===== config.mk =====
export PLATFORM = sky130hd
export DESIGN_NAME = poly_evaluator
export DESIGN_NICKNAME = d
export VERILOG_FILES = /design/src/rtl/poly_pkg.sv /design/src/rtl/signed_mac.sv /design/src/rtl/poly_evaluator.sv
export SDC_FILE = /design/constraint.sdc
export NUM_CORES = 2
export LEC_CHECK = 0
export ABC_AREA = 1
export ABC_CLOCK_PERIOD_IN_PS = 11520
export BUFFER_PORTS_ARGS = -buffer_cell sky130_fd_sc_hd__clkbuf_2
export CAP_MARGIN = 20
export CORE_MARGIN = 2
export CORE_UTILIZATION = 58
export CTS_CLUSTER_SIZE = 24
export DETAILED_ROUTE_END_ITERATION = 12
export MAX_ROUTING_LAYER = met4
export PLACE_DENSITY = 0.74
export SLEW_MARGIN = 20
export SYNTH_ARGS = -nofsm -noshare
export SYNTH_HDL_FRONTEND = slang
export SYNTH_SLANG_ARGS = --single-unit
export TNS_END_PERCENT = 30

===== constraint.sdc =====
create_clock -name clk -period 11.52 [get_ports clk]
set_input_delay 0.576 -clock clk [delete_from_list [all_inputs] [get_ports clk]]
set_output_delay 0.576 -clock clk [all_outputs]
set_load 0.01 [all_outputs]

===== src/rtl/poly_pkg.sv =====
// Shared definitions for the polynomial evaluator: register select codes,
// controller state encoding and screen geometry.
package poly_pkg;

  // Switch register select codes, also used by the plot controller.
  typedef enum logic [2:0] {
    LOAD_NONE = 3'b000,
    LOAD_A    = 3'b001,
    LOAD_B    = 3'b010,
    LOAD_C    = 3'b011,
    LOAD_D    = 3'b100,
    LOAD_E    = 3'b101,
    LOAD_N    = 3'b110,
    LOAD_S    = 3'b111
  } sel_e;

  typedef enum logic [1:0] {
    IDLE,
    MAC,
    SCALE,
    FINISH
  } state_e;

  localparam int Y_MAX    = 240;
  localparam int Y_CENTER = 120;

  // Degrees above 4 have no top coefficient; treat them as a constant.
  function automatic logic [2:0] clamp_degree(input logic [2:0] calc);
    return (calc > 3'd4) ? 3'd0 : calc;
  endfunction

endpackage


===== src/rtl/signed_mac.sv =====
// Combinational signed multiply-add, acc * m + c, wrapping at ACC_W bits.
module signed_mac #(
  parameter int unsigned ACC_W = 48
) (
  input  logic signed [ACC_W-1:0] acc_i,
  input  logic signed [ACC_W-1:0] mul_i,
  input  logic signed [ACC_W-1:0] add_i,
  output logic signed [ACC_W-1:0] res_o
);

  // Context width is ACC_W, so the product keeps only its low ACC_W bits.
  assign res_o = acc_i * mul_i + add_i;

endmodule


===== src/rtl/poly_evaluator.sv =====
// Horner-method polynomial evaluator for the function-generator slot.
// Coefficients A..E and scale registers N/S are level-loaded from switches;
// each start evaluates the selected-degree polynomial, scales it by N and
// 2^-S, and converts the result to a VGA row with an off-screen flag.
module poly_evaluator
  import poly_pkg::*;
#(
  parameter int unsigned COEF_W = 8,
  parameter int unsigned ACC_W  = 48
) (
  input  logic                     clk,
  input  logic                     reset,
  input  logic signed [COEF_W-1:0] data_in,
  input  logic [2:0]               select_in,
  input  logic [2:0]               calculate,
  input  logic signed [7:0]        x_val,
  input  logic                     start,
  output logic                     busy,
  output logic                     done,
  output logic [7:0]               y,
  output logic                     out_of_bounds
);

  localparam logic signed [ACC_W-1:0] YHi = ACC_W'(Y_CENTER);
  localparam logic signed [ACC_W-1:0] YLo = ACC_W'(Y_CENTER - Y_MAX + 1);

  // User registers; index 0..4 = A..E.
  logic signed [COEF_W-1:0] coef_q [5];
  logic signed [COEF_W-1:0] n_q;
  logic [3:0]               s_q;

  // Working copies taken at start so later switch writes cannot disturb
  // an evaluation already in flight.
  logic signed [COEF_W-1:0] run_coef_q [5];
  logic signed [COEF_W-1:0] run_n_q;
  logic [3:0]               run_s_q;

  state_e                   state_q;
  logic signed [ACC_W-1:0]  acc_q;
  logic signed [7:0]        x_q;
  logic [2:0]               cnt_q;
  logic [2:0]               idx_q;

  logic [2:0]               deg;
  logic [2:0]               top_idx;
  logic signed [ACC_W-1:0]  mac_mul;
  logic signed [ACC_W-1:0]  mac_add;
  logic signed [ACC_W-1:0]  mac_res;
  logic signed [ACC_W-1:0]  shifted;
  logic                     oob_next;
  logic [7:0]               y_next;

  assign deg     = clamp_degree(calculate);
  assign top_idx = 3'd4 - deg;

  // Level load of the selected register whenever no evaluation is running.
  always_ff @(posedge clk or negedge reset) begin
    if (!reset) begin
      for (int i = 0; i < 5; i++) begin
        coef_q[i] <= '0;
      end
      n_q <= COEF_W'(1);
      s_q <= '0;
    end else if (!busy) begin
      case (sel_e'(select_in))
        LOAD_A:  coef_q[0] <= data_in;
        LOAD_B:  coef_q[1] <= data_in;
        LOAD_C:  coef_q[2] <= data_in;
        LOAD_D:  coef_q[3] <= data_in;
        LOAD_E:  coef_q[4] <= data_in;
        LOAD_N:  n_q       <= data_in;
        LOAD_S:  s_q       <= data_in[3:0];
        default: ;
      endcase
    end
  end

  // One multiplier serves both Horner steps (x, coefficient) and scaling (N, 0).
  always_comb begin
    mac_mul = ACC_W'(run_n_q);
    mac_add = '0;
    if (state_q == MAC) begin
      mac_mul = ACC_W'(x_q);
      mac_add = ACC_W'(run_coef_q[idx_q]);
    end
  end

  signed_mac #(
    .ACC_W (ACC_W)
  ) u_mac (
    .acc_i (acc_q),
    .mul_i (mac_mul),
    .add_i (mac_add),
    .res_o (mac_res)
  );

  // Final shift, bounds test and conversion from graph y to screen row.
  always_comb begin
    shifted  = acc_q >>> run_s_q;
    oob_next = (shifted > YHi) || (shifted < YLo);
    y_next   = 8'(YHi - shifted);
  end

  // Evaluation controller with registered status and result outputs.
  always_ff @(posedge clk or negedge reset) begin
    if (!reset) begin
      state_q       <= IDLE;
      acc_q         <= '0;
      x_q           <= '0;
      cnt_q         <= '0;
      idx_q         <= '0;
      for (int i = 0; i < 5; i++) begin
        run_coef_q[i] <= '0;
      end
      run_n_q       <= '0;
      run_s_q       <= '0;
      busy          <= 1'b0;
      done          <= 1'b0;
      y             <= '0;
      out_of_bounds <= 1'b1;
    end else begin
      done <= 1'b0;
      case (state_q)
        IDLE: begin
          if (start) begin
            x_q        <= x_val;
            acc_q      <= ACC_W'(coef_q[top_idx]);
            cnt_q      <= deg;
            idx_q      <= top_idx + 3'd1;
            run_coef_q <= coef_q;
            run_n_q    <= n_q;
            run_s_q    <= s_q;
            busy       <= 1'b1;
            state_q    <= (deg == 3'd0) ? SCALE : MAC;
          end
        end
        MAC: begin
          acc_q <= mac_res;
          idx_q <= idx_q + 3'd1;
          cnt_q <= cnt_q - 3'd1;
          if (cnt_q == 3'd1) begin
            state_q <= SCALE;
          end
        end
        SCALE: begin
          acc_q   <= mac_res;
          state_q <= FINISH;
        end
        FINISH: begin
          y             <= y_next;
          out_of_bounds <= oob_next;
          done          <= 1'b1;
          busy          <= 1'b0;
          state_q       <= IDLE;
        end
        default: state_q <= IDLE;
      endcase
    end
  end

endmodule

==> summary.txt <==
Outcome
  – Status: completed

Setup path
  – R2R setup slack: 1.05 ns
  – Largest driver fanout on the critical path: 33
  – Type of destination of the critical path: register
  – Required @ worst endpoint: 11.83 ns
  – Worst setup path start: state_q[1]
  – Crit path arrival time: 10.78 ns
  – Launch point of the worst reg-to-reg path: state_q[1]
  – Worst path max stage delay: 0.81 ns
  – Max stage delay cell, worst path: sky130_fd_sc_hd__nand2_2
  – CP dominant cell by count: sky130_fd_sc_hd__fa_1
  – Category of the worst setup path launch point: register
  – CP Class: reg -> reg

Drt
  – DRC violation total after the first TritonRoute iteration: 3049
  – Final routed wire length divided by cell count: 21.7 microns
  – Routed Wire Length: ~120000 microns
  – Total number of vias: between 20000 and 30000
  – Remaining antenna violation count after routing: 0
  – Number of remaining DRC errors: 0
  – Router iterations before antenna repair: 7
  – Mean number of vias per cell: about 5.6

Yosys
  – Ys flop type: sky130_fd_sc_hd__dfrtp_1
  – Area share of the leading cell type in the synthesized netlist: 40.3%
  – Post-synth EDFFs: 0
  – Yosys warning total: 0
  – Top post-synthesis cells by area: sky130_fd_sc_hd__fa_1 (40%), sky130_fd_sc_hd__inv_1 (12%), sky130_fd_sc_hd__dfrtp_1 (12%), sky130_fd_sc_hd__nand2_1 (9.2%), sky130_fd_sc_hd__ha_1 (9.1%)
  – Distinct cells, synth: 56
  – Number of nets produced by synthesis: 5544
  – Number of cells produced by synthesis: roughly 4500
  – Netlist area before placement: 36900 sq um
  – Mapped Avg Cell Area: 8.19 sq um
  – Sequential area share after synthesis: between 10% and 20%
  – Async set-or-reset flop fraction in the synthesized netlist: 100%
  – Largest area contributor in the synthesized netlist: sky130_fd_sc_hd__fa_1
  – #FFs+latches synth: ~180

Clock tree
  – H-tree lvl count: 4
  – Clk_lat worst skew: 0.46 ns
  – Reg clk slew, reported paths: roughly 0.090 ns
  – TritonCTS clock tree: built
  – Root buffer cell: sky130_fd_sc_hd__clkbuf_16
  – Clock sinks: 179
  – Post-CTS resize count: 0
  – Hold buffer count at cts: 0
  – Postcts setup bufs: 0
  – CTS Buf Count: 17
  – Clk buf depth: 2

Global route
  – Wire length of the first global-routing pass: 179000 microns
  – Global router's overall resource usage: between 30% and 40%
  – Number of global-route vias before repair: 30100
  – Final global-route overflow total: 0
  – Number of antenna violations at the first check in global routing: 0
  – Maximum number of pins on one net before global-route repair: 103

STA
  – Final period demand of the worst path: 10.47 ns
  – Final hold violations: 0
  – Share of the clock period used by the worst path: 90.9%
  – Total setup violations reported at the end of the flow: 0
  – Achievable frequency: 95.5 MHz
  – Worst slew slack as a fraction of its limit: 23.6%
  – Final clock skew: 0.0147 ns
  – RSZ-0062 raised after global routing: no
  – Final total negative setup slack: 0 ns
  – Max-slew violation total from the final report: 0
  – Transition time at the pin with the least slew margin: 1.14 ns

Place
  – Number of buffers added on ports: 35
  – Placer's final routability congestion estimate: 1.08
  – Post-DP HPWL: 98400 microns

Floorplanning
  – Die W: between 200 and 300 microns
  – Area of the core: 63000 sq um
  – I/O pin count: 36
  – Standard-cell row count: 92
  – Initial Utilization: 58.6%
  – Die Area: 65700 sq um
  – Floorplan die height: between 200 and 300 microns

Cells and area
  – Layout cell share with drive strength beyond 1: 3.15%
  – Antenna fix cells: 0
  – Relative area change from synthesis to final layout: 4.27%
  – Final-layout fill cell count: roughly 5700
  – Most frequent standard cell in the layout excluding fill and tap cells: sky130_fd_sc_hd__inv_1
  – Commonest non-fill, non-tap cells in the layout: sky130_fd_sc_hd__inv_1 (1189), sky130_fd_sc_hd__nand2_1 (902), sky130_fd_sc_hd__fa_1 (743)
  – Net count reported at finish: 5502

Hold path
  – Class of the most critical hold timing path: in -> async

Run
  – Maximum Capacitance Violations: 0
metrics by stage:
step | std cells | area (sq um) | utilization [%] | hold slack (ns) | setup WS, ns
6_report | 5325 | 38500 | 61.1 | 0.194 | 1.05
3_3_place_gp | 5293 | 37900 | 60.2 | 0.455 | 1.30
4_1_cts | 5325 | 38500 | 61.1 | 0.249 | 1.21
2_1_floorplan | 4508 | 36900 | - | 0.280 | 2.99
3_5_place_dp | 5293 | 37900 | 60.2 | 0.460 | 1.25
5_1_grt | 5325 | 38500 | 61.1 | 0.276 | 0.656
routing by layer:
| metal | GRT usage (%) | wire (microns) | vias up |
|---|---|---|---|
| li1 | - | - | 13300 |
| met1 | 51.1 | 47300 | 14700 |
| met5 | - | 0 | - |
| met4 | 12.5 | 4940 | 0 |
| met2 | 58.0 | 53000 | 1356 |
| met3 | 5.54 | 10200 | 236 |
final cells by class:
| type | instances | area, sq um | area share [%] |
|---|---|---|---|
| multi-input combinational | 2995 | 27400 | 71.1 |
| inverter | 1205 | 4520 | 11.7 |
| sequential | 179 | 4480 | 11.6 |
| tap | 846 | 1060 | 2.75 |
| timing repair buffer | 68 | 435 | 1.13 |
| clock buffer | 17 | 425 | 1.11 |
| clock inverter | 15 | 191 | 0.497 |
path summary, 6_finish.rpt:
path / to / cells after the start
worst max-delay path: acc_q[41] / 31
worst min-delay path: coef_q[38] / 1
worst max register to register: acc_q[41] / 31
worst min register to register: run_n_q[5] / 2
max in group asynchronous: acc_q[38] / 2
min in group clk: x_q[4] / 3
cells in the mapped netlist, types with 7 or more instances:
| cell type | n |
|---|---|
| sky130_fd_sc_hd__fa_1 | 743 |
| sky130_fd_sc_hd__clkbuf_1 | 78 |
| sky130_fd_sc_hd__a21oi_1 | 121 |
| sky130_fd_sc_hd__xnor2_1 | 23 |
| sky130_fd_sc_hd__o22ai_1 | 9 |
| sky130_fd_sc_hd__xor2_1 | 24 |
| sky130_fd_sc_hd__nor3_1 | 11 |
| sky130_fd_sc_hd__clkinv_1 | 7 |
| sky130_fd_sc_hd__inv_1 | 1189 |
| sky130_fd_sc_hd__buf_1 | 18 |
| sky130_fd_sc_hd__o31ai_1 | 8 |
| sky130_fd_sc_hd__nand2_1 | 903 |
| sky130_fd_sc_hd__dfrtp_1 | 177 |
| sky130_fd_sc_hd__or2_2 | 8 |
| sky130_fd_sc_hd__a22oi_1 | 37 |
| sky130_fd_sc_hd__ha_1 | 268 |
| sky130_fd_sc_hd__o21ai_0 | 239 |
| sky130_fd_sc_hd__buf_2 | 21 |
| sky130_fd_sc_hd__nand4_1 | 11 |
| sky130_fd_sc_hd__o21ai_1 | 76 |
| sky130_fd_sc_hd__nor2_1 | 321 |
| sky130_fd_sc_hd__mux2i_1 | 28 |
| sky130_fd_sc_hd__o221ai_1 | 9 |
| sky130_fd_sc_hd__inv_2 | 9 |
| sky130_fd_sc_hd__a31oi_1 | 12 |
| sky130_fd_sc_hd__nand3_1 | 71 |
| sky130_fd_sc_hd__o211ai_1 | 14 |
| sky130_fd_sc_hd__o21bai_1 | 11 |
registers in the layout, summed over array words and instances, names as in the netlist:
signal / cells
s_q: 4
coef_q: 40
y: 8
acc_q: 48
state_q: 2
idx_q: 3
n_q: 8
busy: 1
done: 1
run_s_q: 4
out_of_bounds: 1
x_q: 8
run_n_q: 8
cnt_q: 3
run_coef_q: 40
worst max-delay path: cells and delay by family (launching register included):
| family | cells | cell delay [ns] |
|---|---|---|
| buffers and inverters | 9 | 1.58 |
| AO/OA/AOI/OAI | 3 | 0.40 |
| adder cells (fa/ha/maj) | 11 | 5.30 |
| flip-flops | 1 | 0.42 |
| AND/OR/NAND/NOR | 8 | 2.58 |
kinds of logic (layout without fill, tap and decap cells):
| logic type | after synthesis | after routing | share of synthesized area, % |
|---|---|---|---|
| AOI/OAI and AO/OA | 566 | 566 | 8.60 |
| xor gates and xnor gates | 47 | 47 | 1.11 |
| adders and majority gates | 1011 | 1011 | 49.4 |
| buffers and inverters | 1334 | 1305 | 13.8 |
| DFF | 179 | 179 | 12.1 |
| muxes | 28 | 28 | 0.759 |
| and+or+nand+nor | 1343 | 1343 | 14.2 |
Power is not shown: default switching activity piles up to over one toggle a cycle in this logic, so the estimate is an artifact.
